File: src/rtl/riscv_pkg.sv
// rtl/riscv_pkg.sv - RV32I opcode constants, widths and the decode record
package riscv_pkg;

    localparam int XLEN = 32;
    localparam int OPW  = 11;

    localparam logic [6:0] OPC_OP     = 7'b0110011;
    localparam logic [6:0] OPC_OP_IMM = 7'b0010011;
    localparam logic [6:0] OPC_LUI    = 7'b0110111;
    localparam logic [6:0] OPC_AUIPC  = 7'b0010111;
    localparam logic [6:0] OPC_JAL    = 7'b1101111;
    localparam logic [6:0] OPC_JALR   = 7'b1100111;
    localparam logic [6:0] OPC_BRANCH = 7'b1100011;
    localparam logic [6:0] OPC_LOAD   = 7'b0000011;
    localparam logic [6:0] OPC_STORE  = 7'b0100011;

    typedef struct packed {
        logic [OPW-1:0] opcode;
        logic [4:0]     rd;
        logic [4:0]     rs1;
        logic [4:0]     rs2;
        logic [31:0]    imm;
        logic           is_load;
        logic           illegal;
    } decode_t;

endpackage

File: src/rtl/id_stage_pipe_if.sv
// rtl/id_stage_pipe_if.sv - ID/EX output bus with valid/ready handshake
interface id_stage_pipe_if #(
    parameter int XLEN = 32,
    parameter int OPW  = 11
);
    logic            out_valid;
    logic            out_ready;
    logic [OPW-1:0]  opcode_out;
    logic [4:0]      rd_out;
    logic [XLEN-1:0] data1_out;
    logic [XLEN-1:0] data2_out;
    logic [XLEN-1:0] imm_out;
    logic [XLEN-1:0] pc_out;
    logic            is_load_out;
    logic            illegal_out;

    modport master (
        output out_valid, opcode_out, rd_out, data1_out, data2_out,
               imm_out, pc_out, is_load_out, illegal_out,
        input  out_ready
    );

    modport slave (
        input  out_valid, opcode_out, rd_out, data1_out, data2_out,
               imm_out, pc_out, is_load_out, illegal_out,
        output out_ready
    );
endinterface

File: src/rtl/id_decode_comb.sv
// rtl/id_decode_comb.sv - combinational RV32I instruction to decode record
module id_decode_comb
    import riscv_pkg::*;
(
    input  logic [31:0] inst,
    output decode_t     dec
);

    logic [6:0] opc;
    logic [2:0] f3;
    logic       bit10;
    logic       use_rs1;
    logic       use_rs2;
    logic       use_rd;
    logic       illegal;

    assign opc = inst[6:0];

    always_comb begin
        f3      = inst[14:12];
        bit10   = 1'b0;
        use_rs1 = 1'b0;
        use_rs2 = 1'b0;
        use_rd  = 1'b0;
        illegal = 1'b0;
        dec     = '0;
        case (opc)
            OPC_OP: begin
                use_rs1 = 1'b1; use_rs2 = 1'b1; use_rd = 1'b1;
                bit10   = inst[30];
            end
            OPC_OP_IMM: begin
                use_rs1 = 1'b1; use_rd = 1'b1;
                bit10   = (inst[14:12] == 3'b101) ? inst[30] : 1'b0;
                dec.imm = {{20{inst[31]}}, inst[31:20]};
            end
            OPC_LOAD: begin
                use_rs1 = 1'b1; use_rd = 1'b1;
                dec.is_load = 1'b1;
                dec.imm = {{20{inst[31]}}, inst[31:20]};
            end
            OPC_JALR: begin
                use_rs1 = 1'b1; use_rd = 1'b1;
                dec.imm = {{20{inst[31]}}, inst[31:20]};
            end
            OPC_STORE: begin
                use_rs1 = 1'b1; use_rs2 = 1'b1;
                dec.imm = {{20{inst[31]}}, inst[31:25], inst[11:7]};
            end
            OPC_BRANCH: begin
                use_rs1 = 1'b1; use_rs2 = 1'b1;
                dec.imm = {{19{inst[31]}}, inst[31], inst[7], inst[30:25], inst[11:8], 1'b0};
            end
            OPC_LUI, OPC_AUIPC: begin
                use_rd  = 1'b1;
                f3      = 3'b000;
                dec.imm = {inst[31:12], 12'b0};
            end
            OPC_JAL: begin
                use_rd  = 1'b1;
                f3      = 3'b000;
                dec.imm = {{11{inst[31]}}, inst[31], inst[19:12], inst[20], inst[30:21], 1'b0};
            end
            default: illegal = 1'b1;
        endcase
        // Unknown opcodes travel as a NOP: every field zero except the flag.
        dec.rs1     = use_rs1 ? inst[19:15] : 5'd0;
        dec.rs2     = use_rs2 ? inst[24:20] : 5'd0;
        dec.rd      = use_rd  ? inst[11:7]  : 5'd0;
        dec.opcode  = illegal ? '0 : {bit10, f3, opc};
        dec.illegal = illegal;
    end

endmodule

File: src/rtl/id_stage_pipe.sv
// rtl/id_stage_pipe.sv - registered RV32I decode stage with forwarding and load-use stall
module id_stage_pipe #(
    parameter int XLEN    = riscv_pkg::XLEN,
    parameter int OPW     = riscv_pkg::OPW,
    parameter int NUM_FWD = 2
) (
    input  logic                    clk,
    input  logic                    rst,
    input  logic                    in_valid,
    output logic                    in_ready,
    input  logic [31:0]             inst_in,
    input  logic [XLEN-1:0]         pc_in,
    output logic [4:0]              rs1_addr_out,
    output logic [4:0]              rs2_addr_out,
    input  logic [XLEN-1:0]         rdata1_in,
    input  logic [XLEN-1:0]         rdata2_in,
    input  logic [NUM_FWD-1:0]      fwd_valid_in,
    input  logic [5*NUM_FWD-1:0]    fwd_rd_in,
    input  logic [XLEN*NUM_FWD-1:0] fwd_data_in,
    input  logic                    flush_in,
    id_stage_pipe_if.master         ex
);
    import riscv_pkg::*;

    decode_t dec;

    logic            valid_q, valid_d;
    logic [OPW-1:0]  opcode_q, opcode_d;
    logic [4:0]      rd_q, rd_d;
    logic [XLEN-1:0] data1_q, data1_d;
    logic [XLEN-1:0] data2_q, data2_d;
    logic [XLEN-1:0] imm_q, imm_d;
    logic [XLEN-1:0] pc_q, pc_d;
    logic            is_load_q, is_load_d;
    logic            illegal_q, illegal_d;
    logic            adv;
    logic            hazard;

    id_decode_comb u_decode (
        .inst (inst_in),
        .dec  (dec)
    );

    // Walk from the oldest channel down so the youngest match wins.
    function automatic logic [XLEN-1:0] resolve(
        input logic [4:0]              rs,
        input logic [XLEN-1:0]         rf,
        input logic [NUM_FWD-1:0]      fv,
        input logic [5*NUM_FWD-1:0]    frd,
        input logic [XLEN*NUM_FWD-1:0] fdat
    );
        logic [XLEN-1:0] r;
        r = rf;
        for (int i = NUM_FWD - 1; i >= 0; i--) begin
            if (fv[i] && frd[i*5 +: 5] == rs) r = fdat[i*XLEN +: XLEN];
        end
        if (rs == 5'd0) r = '0;
        return r;
    endfunction

    assign rs1_addr_out = dec.rs1;
    assign rs2_addr_out = dec.rs2;

    assign adv    = ex.out_ready || !valid_q;
    assign hazard = in_valid && valid_q && is_load_q && (rd_q != 5'd0) &&
                    (rd_q == dec.rs1 || rd_q == dec.rs2);
    assign in_ready = adv && !hazard && !flush_in && !rst;

    always_comb begin
        valid_d   = valid_q;
        opcode_d  = opcode_q;
        rd_d      = rd_q;
        data1_d   = data1_q;
        data2_d   = data2_q;
        imm_d     = imm_q;
        pc_d      = pc_q;
        is_load_d = is_load_q;
        illegal_d = illegal_q;
        if (adv) begin
            if (flush_in || hazard) begin
                valid_d = 1'b0;
            end else begin
                valid_d   = in_valid;
                opcode_d  = OPW'(dec.opcode);
                rd_d      = dec.rd;
                data1_d   = resolve(dec.rs1, rdata1_in, fwd_valid_in, fwd_rd_in, fwd_data_in);
                data2_d   = resolve(dec.rs2, rdata2_in, fwd_valid_in, fwd_rd_in, fwd_data_in);
                imm_d     = XLEN'(signed'(dec.imm));
                pc_d      = pc_in;
                is_load_d = dec.is_load;
                illegal_d = dec.illegal;
            end
        end
    end

    always_ff @(posedge clk) begin
        if (rst) begin
            valid_q   <= 1'b0;
            opcode_q  <= '0;
            rd_q      <= '0;
            data1_q   <= '0;
            data2_q   <= '0;
            imm_q     <= '0;
            pc_q      <= '0;
            is_load_q <= 1'b0;
            illegal_q <= 1'b0;
        end else begin
            valid_q   <= valid_d;
            opcode_q  <= opcode_d;
            rd_q      <= rd_d;
            data1_q   <= data1_d;
            data2_q   <= data2_d;
            imm_q     <= imm_d;
            pc_q      <= pc_d;
            is_load_q <= is_load_d;
            illegal_q <= illegal_d;
        end
    end

    assign ex.out_valid   = valid_q;
    assign ex.opcode_out  = opcode_q;
    assign ex.rd_out      = rd_q;
    assign ex.data1_out   = data1_q;
    assign ex.data2_out   = data2_q;
    assign ex.imm_out     = imm_q;
    assign ex.pc_out      = pc_q;
    assign ex.is_load_out = is_load_q;
    assign ex.illegal_out = illegal_q;

endmodule

File: src/flat_wrapper.sv
// flat-port wrapper written by rule: the top's interface ports become plain ports
module id_stage_pipe_flat import riscv_pkg::*;
#(
    parameter int XLEN    = riscv_pkg::XLEN,
    parameter int OPW     = riscv_pkg::OPW,
    parameter int NUM_FWD = 2
)
  (clk, rst, in_valid, in_ready, inst_in, pc_in, rs1_addr_out, rs2_addr_out, rdata1_in, rdata2_in, fwd_valid_in, fwd_rd_in, fwd_data_in, flush_in, ex_out_valid, ex_opcode_out, ex_rd_out, ex_data1_out, ex_data2_out, ex_imm_out, ex_pc_out, ex_is_load_out, ex_illegal_out, ex_out_ready);
  id_stage_pipe_if #(.XLEN(XLEN), .OPW(OPW)) ex_i ();
  input  logic clk;
  input  logic rst;
  input  logic in_valid;
  output logic in_ready;
  input  logic [31:0] inst_in;
  input  logic [XLEN-1:0] pc_in;
  output logic [4:0] rs1_addr_out;
  output logic [4:0] rs2_addr_out;
  input  logic [XLEN-1:0] rdata1_in;
  input  logic [XLEN-1:0] rdata2_in;
  input  logic [NUM_FWD-1:0] fwd_valid_in;
  input  logic [5*NUM_FWD-1:0] fwd_rd_in;
  input  logic [XLEN*NUM_FWD-1:0] fwd_data_in;
  input  logic flush_in;
  output wire logic [$bits(ex_i.out_valid)-1:0] ex_out_valid;
  output wire logic [$bits(ex_i.opcode_out)-1:0] ex_opcode_out;
  output wire logic [$bits(ex_i.rd_out)-1:0] ex_rd_out;
  output wire logic [$bits(ex_i.data1_out)-1:0] ex_data1_out;
  output wire logic [$bits(ex_i.data2_out)-1:0] ex_data2_out;
  output wire logic [$bits(ex_i.imm_out)-1:0] ex_imm_out;
  output wire logic [$bits(ex_i.pc_out)-1:0] ex_pc_out;
  output wire logic [$bits(ex_i.is_load_out)-1:0] ex_is_load_out;
  output wire logic [$bits(ex_i.illegal_out)-1:0] ex_illegal_out;
  input wire logic [$bits(ex_i.out_ready)-1:0] ex_out_ready;
  assign ex_out_valid = ex_i.out_valid;
  assign ex_opcode_out = ex_i.opcode_out;
  assign ex_rd_out = ex_i.rd_out;
  assign ex_data1_out = ex_i.data1_out;
  assign ex_data2_out = ex_i.data2_out;
  assign ex_imm_out = ex_i.imm_out;
  assign ex_pc_out = ex_i.pc_out;
  assign ex_is_load_out = ex_i.is_load_out;
  assign ex_illegal_out = ex_i.illegal_out;
  assign ex_i.out_ready = ex_out_ready;
  id_stage_pipe #(.XLEN(XLEN), .OPW(OPW), .NUM_FWD(NUM_FWD)) u_core (.clk(clk), .rst(rst), .in_valid(in_valid), .in_ready(in_ready), .inst_in(inst_in), .pc_in(pc_in), .rs1_addr_out(rs1_addr_out), .rs2_addr_out(rs2_addr_out), .rdata1_in(rdata1_in), .rdata2_in(rdata2_in), .fwd_valid_in(fwd_valid_in), .fwd_rd_in(fwd_rd_in), .fwd_data_in(fwd_data_in), .flush_in(flush_in), .ex(ex_i));
endmodule
File: config.mk
export PLATFORM = sky130hd
export DESIGN_NAME = id_stage_pipe_flat
export DESIGN_NICKNAME = d
export VERILOG_FILES = /design/src/rtl/riscv_pkg.sv /design/src/rtl/id_stage_pipe_if.sv /design/src/rtl/id_decode_comb.sv /design/src/rtl/id_stage_pipe.sv /design/src/flat_wrapper.sv
export SDC_FILE = /design/constraint.sdc
export NUM_CORES = 1
export LEC_CHECK = 0
export ABC_AREA = 0
export CAP_MARGIN = 20
export CORE_MARGIN = 2
export CORE_UTILIZATION = 28
export CTS_BUF_LIST = sky130_fd_sc_hd__clkbuf_4 sky130_fd_sc_hd__clkbuf_8 sky130_fd_sc_hd__clkbuf_16
export DETAILED_ROUTE_END_ITERATION = 6
export PLACE_DENSITY_LB_ADDON = 0.05
export SYNTH_ARGS = -nofsm -noshare
export SYNTH_HDL_FRONTEND = slang
export SYNTH_SLANG_ARGS = --single-unit
File: constraint.sdc
create_clock -name clk -period 3.7 [get_ports clk]
set_input_delay 0.925 -clock clk [delete_from_list [all_inputs] [get_ports clk]]
set_output_delay 0.925 -clock clk [all_outputs]
set_load 0.05 [all_outputs]
# == Yosys cells after proc, flatten, opt, wreduce, memory -nomap -nowiden ==
# Cells that the tools add are included.
# totals
inputBits,209
ff_bits,147
word_cells,75
output_inout_bits,158
# classes
mux,20
eq_ne,16
n_bitwise,1
reduce_logical,29
# ops
operator,count
two-way mux 32 bit,6
case mux 32 bit (5 select lines),1
== test 5 bit,6
"== test 7 x 6 -> 1 bit, second input constant",3
"== test 7 bit, second input constant",3
two-way mux 5 bit,3
"== test 7 x 5 -> 1 bit, second input constant",2
logical AND 1 bit,11
two-way mux 11 bit,1
zero test 5 bit,2
OR reduction 3 bit,3
OR reduction 9 bit,1
"== test 7 x 2 -> 1 bit, second input constant",1
two-way mux 1 bit,7
OR reduction 7 bit,1
OR reduction 6 bit,1
nonzero test 5 bit,1
zero test 1 bit,4
"== test 3 bit, second input constant",1
logical OR 1 bit,3
two-way mux 3 bit,1
case mux 1 bit (2 select lines),1
AND reduction 2 bit,1
OR reduction 2 bit,1
NOT 1 bit,1

# == Logic depth before layout (Yosys ltp) ==
# Gate-level depths: netlist of the first run.
# depth
ltp_word,11
ltp_mapped,10
mapped_depth_nobuf,6

# == Hierarchy ==
# A second synthesis of the first run with hierarchy kept.
# hier_totals
cells_unflattened,1075
hier_area_um2,9260.1
# modules_own_cells
mod,cells_per_inst,area_each_um2,n_inst,seq_area_each_um2
id_stage_pipe,934,8424.3,1,2942.8
id_decode_comb,141,835.8,1,0.0

# == Worst setup path before layout of the first run ==
# No wires, ideal clock.
# synth_timing
kind,input port to output port
startpoint,in inst_in[5]
endpoint,out in_ready
path_buffers,4
required_ns,2.775
arrival_time_ns,3.858
setup_slack_ns,-1.083
path_stages,9
path_cell_list,buf_2 -> a21boi_1 -> buf_4 -> o211ai_1 -> o2bb2ai_1 -> a31o_2 -> buf_2 -> buf_2 -> nor4_1
# synth_between
elab_chain_cells,11
# synth_rtl
element,line,text
from (decl),flat_wrapper.sv:14,input logic [31:0] inst_in;
== test 7 bit (tied with other cells),id_decode_comb.sv:27,case (opc)
OR reduction 6 bit (no line) / OR reduction 3 bit (equally long branches),n/a,
two-way mux 1 bit,id_decode_comb.sv:27,
"two-way mux 5 bit, on equally long branches","id_decode_comb.sv:67, id_decode_comb.sv:68",
== test 5 bit,id_stage_pipe.sv:66,(rd_q == dec.rs1 || rd_q == dec.rs2);
logical OR 1 bit (*),id_stage_pipe.sv:66,
logical AND 1 bit (*),id_stage_pipe.sv:65,assign hazard = in_valid && valid_q && is_load_q && (rd_q != 5'd0) &&
zero test 1 bit (*),id_stage_pipe.sv:67,assign in_ready = adv && !hazard && !flush_in && !rst;
logical AND 1 bit (*) (3 in a row),id_stage_pipe.sv:67,
to (decl),flat_wrapper.sv:13,output logic in_ready;
# Mark *: on every way between the ends. The rest lies on a longest branch, timed or not.

# == Worst setup path after layout of the first run ==
# layout_timing
startpoint,in inst_in[2]
endpoint,out in_ready
# Same word-level chain as after synthesis.

==> out/qor.csv, run 1 <==
stage;metric;value;unit
outcome;status;finished, final reports clean;
setup_path;endpoint class of the critical path;output pin;
cells_and_area;fill cell count;3073;
logic_synthesis;EDFF count, synth;0;
clock_network;Sink Count;147;
setup_path;slowest cell on the critical path;a2111oi_4;
logic_synthesis;sequential cell area fraction in the yosys report;0.331;
logic_synthesis;Mapped Area;0.00888;mm2
setup_path;CP peak stage delay;0.51;ns
floorplanning;Die Y;182;um
routing;initial DRC count;845;
pwr;Pwr Density;313;mW/mm2
global_routing;GRT Total Usage;0.242;
clock_network;CTS tree;built;
hold_path;hold crit path type;reg2reg;
cells_and_area;final core occ;0.458;
floorplanning;total core area;0.0314;mm2
setup_path;CP Launch Type;primary input;
logic_synthesis;Async SR Flop Fraction;0;
timing;RSZ-0062 raised after global routing;no;
cells_and_area;commonest non-fill, non-tap cell in the layout;clkdlybuf4s50_1;
timing;Slew headroom;0.421;
timing;Fmax;278;MHz
floorplanning;Initial Utilization;0.283;
logic_synthesis;top cells by area, synth;dfxtp_1, o31ai_1, nor2_1, a221oi_2, a211oi_2;
job;maxcap violations;0;
pwr;static leakage;0.00513;uW
clock_network;# H-tree levels;4;
setup_path;Arrival @ worst endpoint;2.68;ns
routing;Routed Antenna Nets;0;
timing;pin slew with the least headroom to its limit;0.857;ns
floorplanning;die area;0.0332;mm2
global_routing;largest net degree at the start of global routing;66;
placed_design;post-placement worst setup slack;-0.241;ns
logic_synthesis;syn_area_per_cell;8.41;um2
placed_design;DP Wirelength;29.0;mm
logic_synthesis;top-area cell type share of the netlist area;0.331;
setup_path;Setup CP Type;in2out;
logic_synthesis;Synth area leader;dfxtp_1;
cells_and_area;layout cells sized above 1;0.185;
timing;setup TNS after final layout;0;ns
routing;Vias/cell;5.55;
floorplanning;FP Rows;65;
cells_and_area;most frequent cells in the layout;clkdlybuf4s50_1, dfxtp_1, nor2_1, buf_4, o31ai_1;
routing;residual DRC count;0;
floorplanning;die width;182;um
clock_network;Worst-Skew Late Latency;0.44;ns
timing;min cycle time layout;3.60;ns
setup_path;cell family with most CP delay;compound AO/OA/AOI/OAI gates;
logic_synthesis;instance count of the mapped netlist;1056;
timing;Slew Limit Fails;0;
logic_synthesis;Cell variety after synth;72;
placed_design;I/O Buffers;366;
setup_path;crit-path cells;dlygate4sd2_1, or2_4, a211oi_4, nand3_4, a2111oi_4, nor4_4, buf_6;
logic_synthesis;syn nets;1265;
routing;routed vias;10170;
global_routing;wire length of the first global-routing pass;62.5;mm
routing;DR WL/cell;22.6;um
logic_synthesis;#FFs+latches synth;147;
setup_path;CP Max Fanout;8;
pwr;Final Power;4490;uW
timing;Final WS setup;0.0988;ns
setup_path;Required @ worst endpoint;2.77;ns
global_routing;antenna violations before repair;4;
setup_path;Critical path buffers and inverters;2;
pwr;peak supply drop;0.290;mV
logic_synthesis;Yosys Warn Count;0;
clock_network;TritonCTS Buffers;17;
clock_network;Root Driver;clkbuf_16;
cells_and_area;nets;1623;
global_routing;vias in the first global route;9994;
placed_design;Final GP Congestion;0.846;
routing;DRT Pass-1 Iters;5;
routing;final WL;41.4;mm
floorplanning;I/O pins;367;
timing;final hold violations;0;
timing;period utilization;0.973;
cells_and_area;Area Growth Syn to Fin;61.7;%
timing;final setup fails;0;
clock_network;Reg clk slew, reported paths;0.07;ns
clock_network;CTS hold repair buffers;0;
logic_synthesis;ys flop type;dfxtp_1;
timing;Post-Route Skew;0.0166;ns
clock_network;CTS Buffer Depth;2;
global_routing;total grt overflow;0;
area by class of cell:
cell class	count	area, um2	area share
Multi-Input combinational cell	728	5310	0.370
Timing Repair Buffer	483	4860	0.338
Sequential cell	147	2940	0.205
Tap cell	402	503	0.0350
Clock buffer	17	425	0.0296
Clock inverter	15	174	0.0121
Inverter	37	139	0.00967
Antenna cell	3	7.51	0.000522
per-stage QoR:
stage	instances	hold WS, ns	area (um2)
after floorplan	1056	0.674	8990
after global placement	1789	0.445	13600
after detailed placement	1789	0.446	13600
after CTS	1826	0.458	14300
after global routing	1832	0.473	14400
final	1832	0.461	14400
worst reg2reg max path, delay by kind of cell (launching register included):
kind	cells	cell delay (ns)
buf+inv	4	1.21
compound gates	3	0.88
flops	1	0.44
simple gates	2	0.28
worst paths after layout:
kind / startpoint / endpoint / slack [ns] / cells past startpoint
min reg2reg: u_core.ex.data1_out[30]$_SDFFE_PP0P_ / u_core.ex.data1_out[30]$_SDFFE_PP0P_ / 0.46 / 2
min: u_core.ex.data1_out[30]$_SDFFE_PP0P_ / u_core.ex.data1_out[30]$_SDFFE_PP0P_ / 0.46 / 2
max reg2reg: u_core.ex.rd_out[1]$_SDFFE_PP0P_ / u_core.ex.opcode_out[8]$_SDFFE_PP0P_ / 0.75 / 9
max: inst_in[2] / in_ready / 0.1 / 7
cells by family (layout without fill, tap and decap cells):
kind of cell / Yosys count / count (layout) / synth area share
compound gates: 409 / 409 / 0.386
xor+xnor: 13 / 13 / 0.0128
buf+inv: 181 / 552 / 0.0973
flops: 147 / 147 / 0.331
mux: 6 / 6 / 0.00676
other cells: 0 / 3 / 0
simple gates: 300 / 300 / 0.166
flip-flops by register name, summed over array words and instances, names as in the netlist:
| signal | flops |
|---|---|
| u_core.ex.data1_out | 32 |
| u_core.ex.data2_out | 32 |
| u_core.ex.illegal_out | 1 |
| u_core.ex.imm_out | 32 |
| u_core.ex.is_load_out | 1 |
| u_core.ex.opcode_out | 11 |
| u_core.ex.out_valid | 1 |
| u_core.ex.pc_out | 32 |
| u_core.ex.rd_out | 5 |
cell usage after synthesis, types with 6 or more instances:
master and n:
inv_1 37, buf_2 19, nand3_1 7, a22oi_1 8, dfxtp_1 147, nand4_1 39, nor2_1 135, o2bb2ai_1 10
a221oi_1 36, o311ai_1 32, xnor2_1 10, a211oi_2 29, buf_6 6, a221oi_2 32, o31ai_1 82, o32ai_1 25
a31oi_1 33, a21oi_1 72, o211ai_1 13, buf_4 18, clkbuf_1 88, mux2i_1 6, or4_1 14, buf_1 10
nand2_1 61, nor4bb_1 7
timing repair:
item | in CTS | in global routing
endpoints found under the setup margin | 1 | 1
resized for setup | 24 | 8
pin swaps | 8 | 6
buffers inserted | 5 | 3
hold endpoints to repair | 0 | 0
report_power, final:
part / switching [uW] / internal [uW]
registers: 27.2 / 1630
clock network: 900 / 917
logic: 553 / 470
total: 1480 / 3010
per-layer routing:
metal,track usage,part of all wire
met4,0.0681,0.017
met3,0.0493,0.072
met5,0,0.00031
met1,0.357,0.48
met2,0.355,0.43
No activity file was read; power rests on OpenSTA's default activity.
==> run 2: changes to the inputs <==
- clock period: 3.7 -> 3.25 ns (I/O delays scaled with it)
==> out/qor.csv, run 2 (synthesis gave the netlist of run 1 again) <==
stage;metric;value;unit
cells_and_area;final core occ;0.467;
routing;initial DRC count;810;
setup_path;Arrival @ worst endpoint;2.50;ns
setup_path;slowest cell on the critical path;a2111oi_4;
pwr;static leakage;0.00526;uW
clock_network;# H-tree levels;4;
global_routing;M3 GR Usage;0.0473;
global_routing;antenna violations before repair;5;
routing;residual DRC count;0;
routing;routed vias;10243;
timing;Slew Limit Fails;0;
routing;Vias/cell;5.53;
setup_path;Required @ worst endpoint;2.44;ns
timing;RSZ-0062 raised after global routing;yes;
hold_path;hold crit path type;reg2reg;
clock_network;Reg clk slew, reported paths;0.06;ns
cells_and_area;nets;1644;
routing;final WL;41.2;mm
outcome;failing checks;setup timing;
pwr;peak supply drop;0.345;mV
floorplanning;Die Y;182;um
global_routing;largest net degree at the start of global routing;66;
clock_network;Worst-Skew Late Latency;0.43;ns
global_routing;wire length of the first global-routing pass;61.6;mm
global_routing;total grt overflow;0;
global_routing;GRT Total Usage;0.239;
global_routing;vias in the first global route;9878;
timing;Slew headroom;0.566;
timing;pin slew with the least headroom to its limit;0.651;ns
floorplanning;total core area;0.0314;mm2
setup_path;Setup CP Type;in2out;
timing;Post-Route Skew;0.00993;ns
clock_network;Root Driver;clkbuf_16;
timing;final setup fails;1;
cells_and_area;fill cell count;3083;
routing;DRT Pass-1 Iters;5;
timing;period utilization;1.02;
floorplanning;die area;0.0332;mm2
clock_network;CTS Buffer Depth;2;
pwr;Pwr Density;355;mW/mm2
setup_path;CP startpoint;inst_in[0];
setup_path;CP Launch Type;primary input;
cells_and_area;most frequent cells in the layout;clkdlybuf4s50_1, dfxtp_1, nor2_1, buf_4, o31ai_1;
timing;WHS;0.462;ns
setup_path;endpoint class of the critical path;output pin;
timing;min cycle time layout;3.32;ns
job;maxcap violations;0;
setup_path;CP peak stage delay;0.37;ns
timing;Final WS setup;-0.0662;ns
hold_path;hold path startpoint;u_core.ex.data1_out[30]$_SDFFE_PP0P_;
routing;DR WL/cell;22.3;um
global_routing;Top Usage Layer GRT;met2;
timing;final hold violations;0;
routing;Routed Antenna Nets;0;
outcome;status;complete, but fails checks;
floorplanning;Initial Utilization;0.283;
cells_and_area;layout cells sized above 1;0.199;
global_routing;met2 usage;0.360;
setup_path;crit-path cells;dlygate4sd2_1, nand3b_4, a211oi_4, nand3_2, a2111oi_4, buf_4, nor4_4, buf_6;
placed_design;Final GP Congestion;0.867;
cells_and_area;commonest non-fill, non-tap cell in the layout;clkdlybuf4s50_1;
floorplanning;I/O pins;367;
clock_network;TritonCTS Buffers;17;
setup_path;R2R Path End;u_core.ex.opcode_out[7]$_SDFFE_PP0P_;
clock_network;CTS tree;built;
placed_design;I/O Buffers;366;
global_routing;met1 Use GR;0.349;
setup_path;r2r startpoint;u_core.ex.rd_out[3]$_SDFFE_PP0P_;
setup_path;Reg2Reg Depth;9;
setup_path;CP Max Fanout;7;
clock_network;Sink Count;147;
setup_path;crit path capture;in_ready;
setup_path;R2R Setup Slk;0.45;ns
floorplanning;FP Rows;65;
timing;Fmax;302;MHz
cells_and_area;Area Growth Syn to Fin;64.9;%
placed_design;DP Wirelength;29.2;mm
floorplanning;die width;182;um
-- run 2: cell types whose count changed in the layout (fill, tap and decap cells not counted), moves of 3 or more --
cell,delta
buf_4,+11
buf_12,+8
clkinv_8,-4
bufinv_16,+3
inv_8,-4
clkinvlp_4,+3
buf_6,+3
-- run 2: repair_timing --
action / CTS / global route
endpoints found under the setup margin: 2 / 1
resized for setup: 36 / 10
setup buffers: 9 / 5
pin swaps: 8 / 6
hold buffers: 0 / 0
-- run 2: worst min-delay path by stage --
stage	cells past startpoint	slack, ns	endpoint
CTS	2	0.46	u_core.ex.data1_out[10]$_SDFFE_PP0P_
global route	1	0.48	u_core.ex.data1_out[19]$_SDFFE_PP0P_
floorplan	2	0.67	u_core.ex.imm_out[10]$_SDFFE_PP0P_
finish	2	0.46	u_core.ex.data1_out[30]$_SDFFE_PP0P_
detailed placement	2	0.45	u_core.ex.imm_out[10]$_SDFFE_PP0P_
global placement	2	0.44	u_core.ex.data1_out[30]$_SDFFE_PP0P_
-- run 2: cell type report --
| type | instances | area, um2 | area share |
|---|---|---|---|
| multi-input combinational | 728 | 5320 | 0.363 |
| antenna | 4 | 10.0 | 0.000683 |
| tap | 402 | 503 | 0.0343 |
| inverter | 37 | 139 | 0.00948 |
| clock buffer | 18 | 439 | 0.0300 |
| clock inverter | 13 | 176 | 0.0120 |
| timing repair buffer | 504 | 5120 | 0.350 |
| sequential | 147 | 2940 | 0.201 |
-- run 2: per-stage QoR --
stage / instance area (um2) / setup slack (ns) / setup TNS [ns] / power (uW) / std cells
floorplan: 8990 / -0.238 / -0.238 / 2500 / 1056
global placement: 13800 / -0.403 / -41.27 / 3100 / 1805
detailed placement: 13800 / -0.441 / -47.48 / 3100 / 1805
CTS: 14600 / -0.102 / -0.102 / 5240 / 1844
global route: 14700 / -0.130 / -0.130 / 5400 / 1852
finish: 14700 / -0.0662 / -0.0662 / 5200 / 1853
-- run 2: where the power goes --
part	internal (uW)	total, uW	switching [uW]
clock	1240	2130	889
sequential	1850	1880	31.0
combinational	555	1190	636
-- run 2: critical path, delay by kind of cell --
kind	cells	cell delay, ns
buffers and inverters	3	0.66
AO/OA/AOI/OAI	2	0.65
AND/OR/NAND/NOR	3	0.37
-- run 2: layer usage --
layer  part of all wire  vias to the layer above  wire [um]
li1                   -                     4837          -
met1               0.49                     4983      20000
met2               0.44                      392      18000
met3              0.062                       29       2570
met4              0.015                        2        631
met5            0.00032                        -         13
==> run 3: changes to the inputs <==
- GPL_TIMING_DRIVEN: not set -> 1
==> results of run 3 <==
The final DEF is identical to that of run 2; final timing and power are the same.
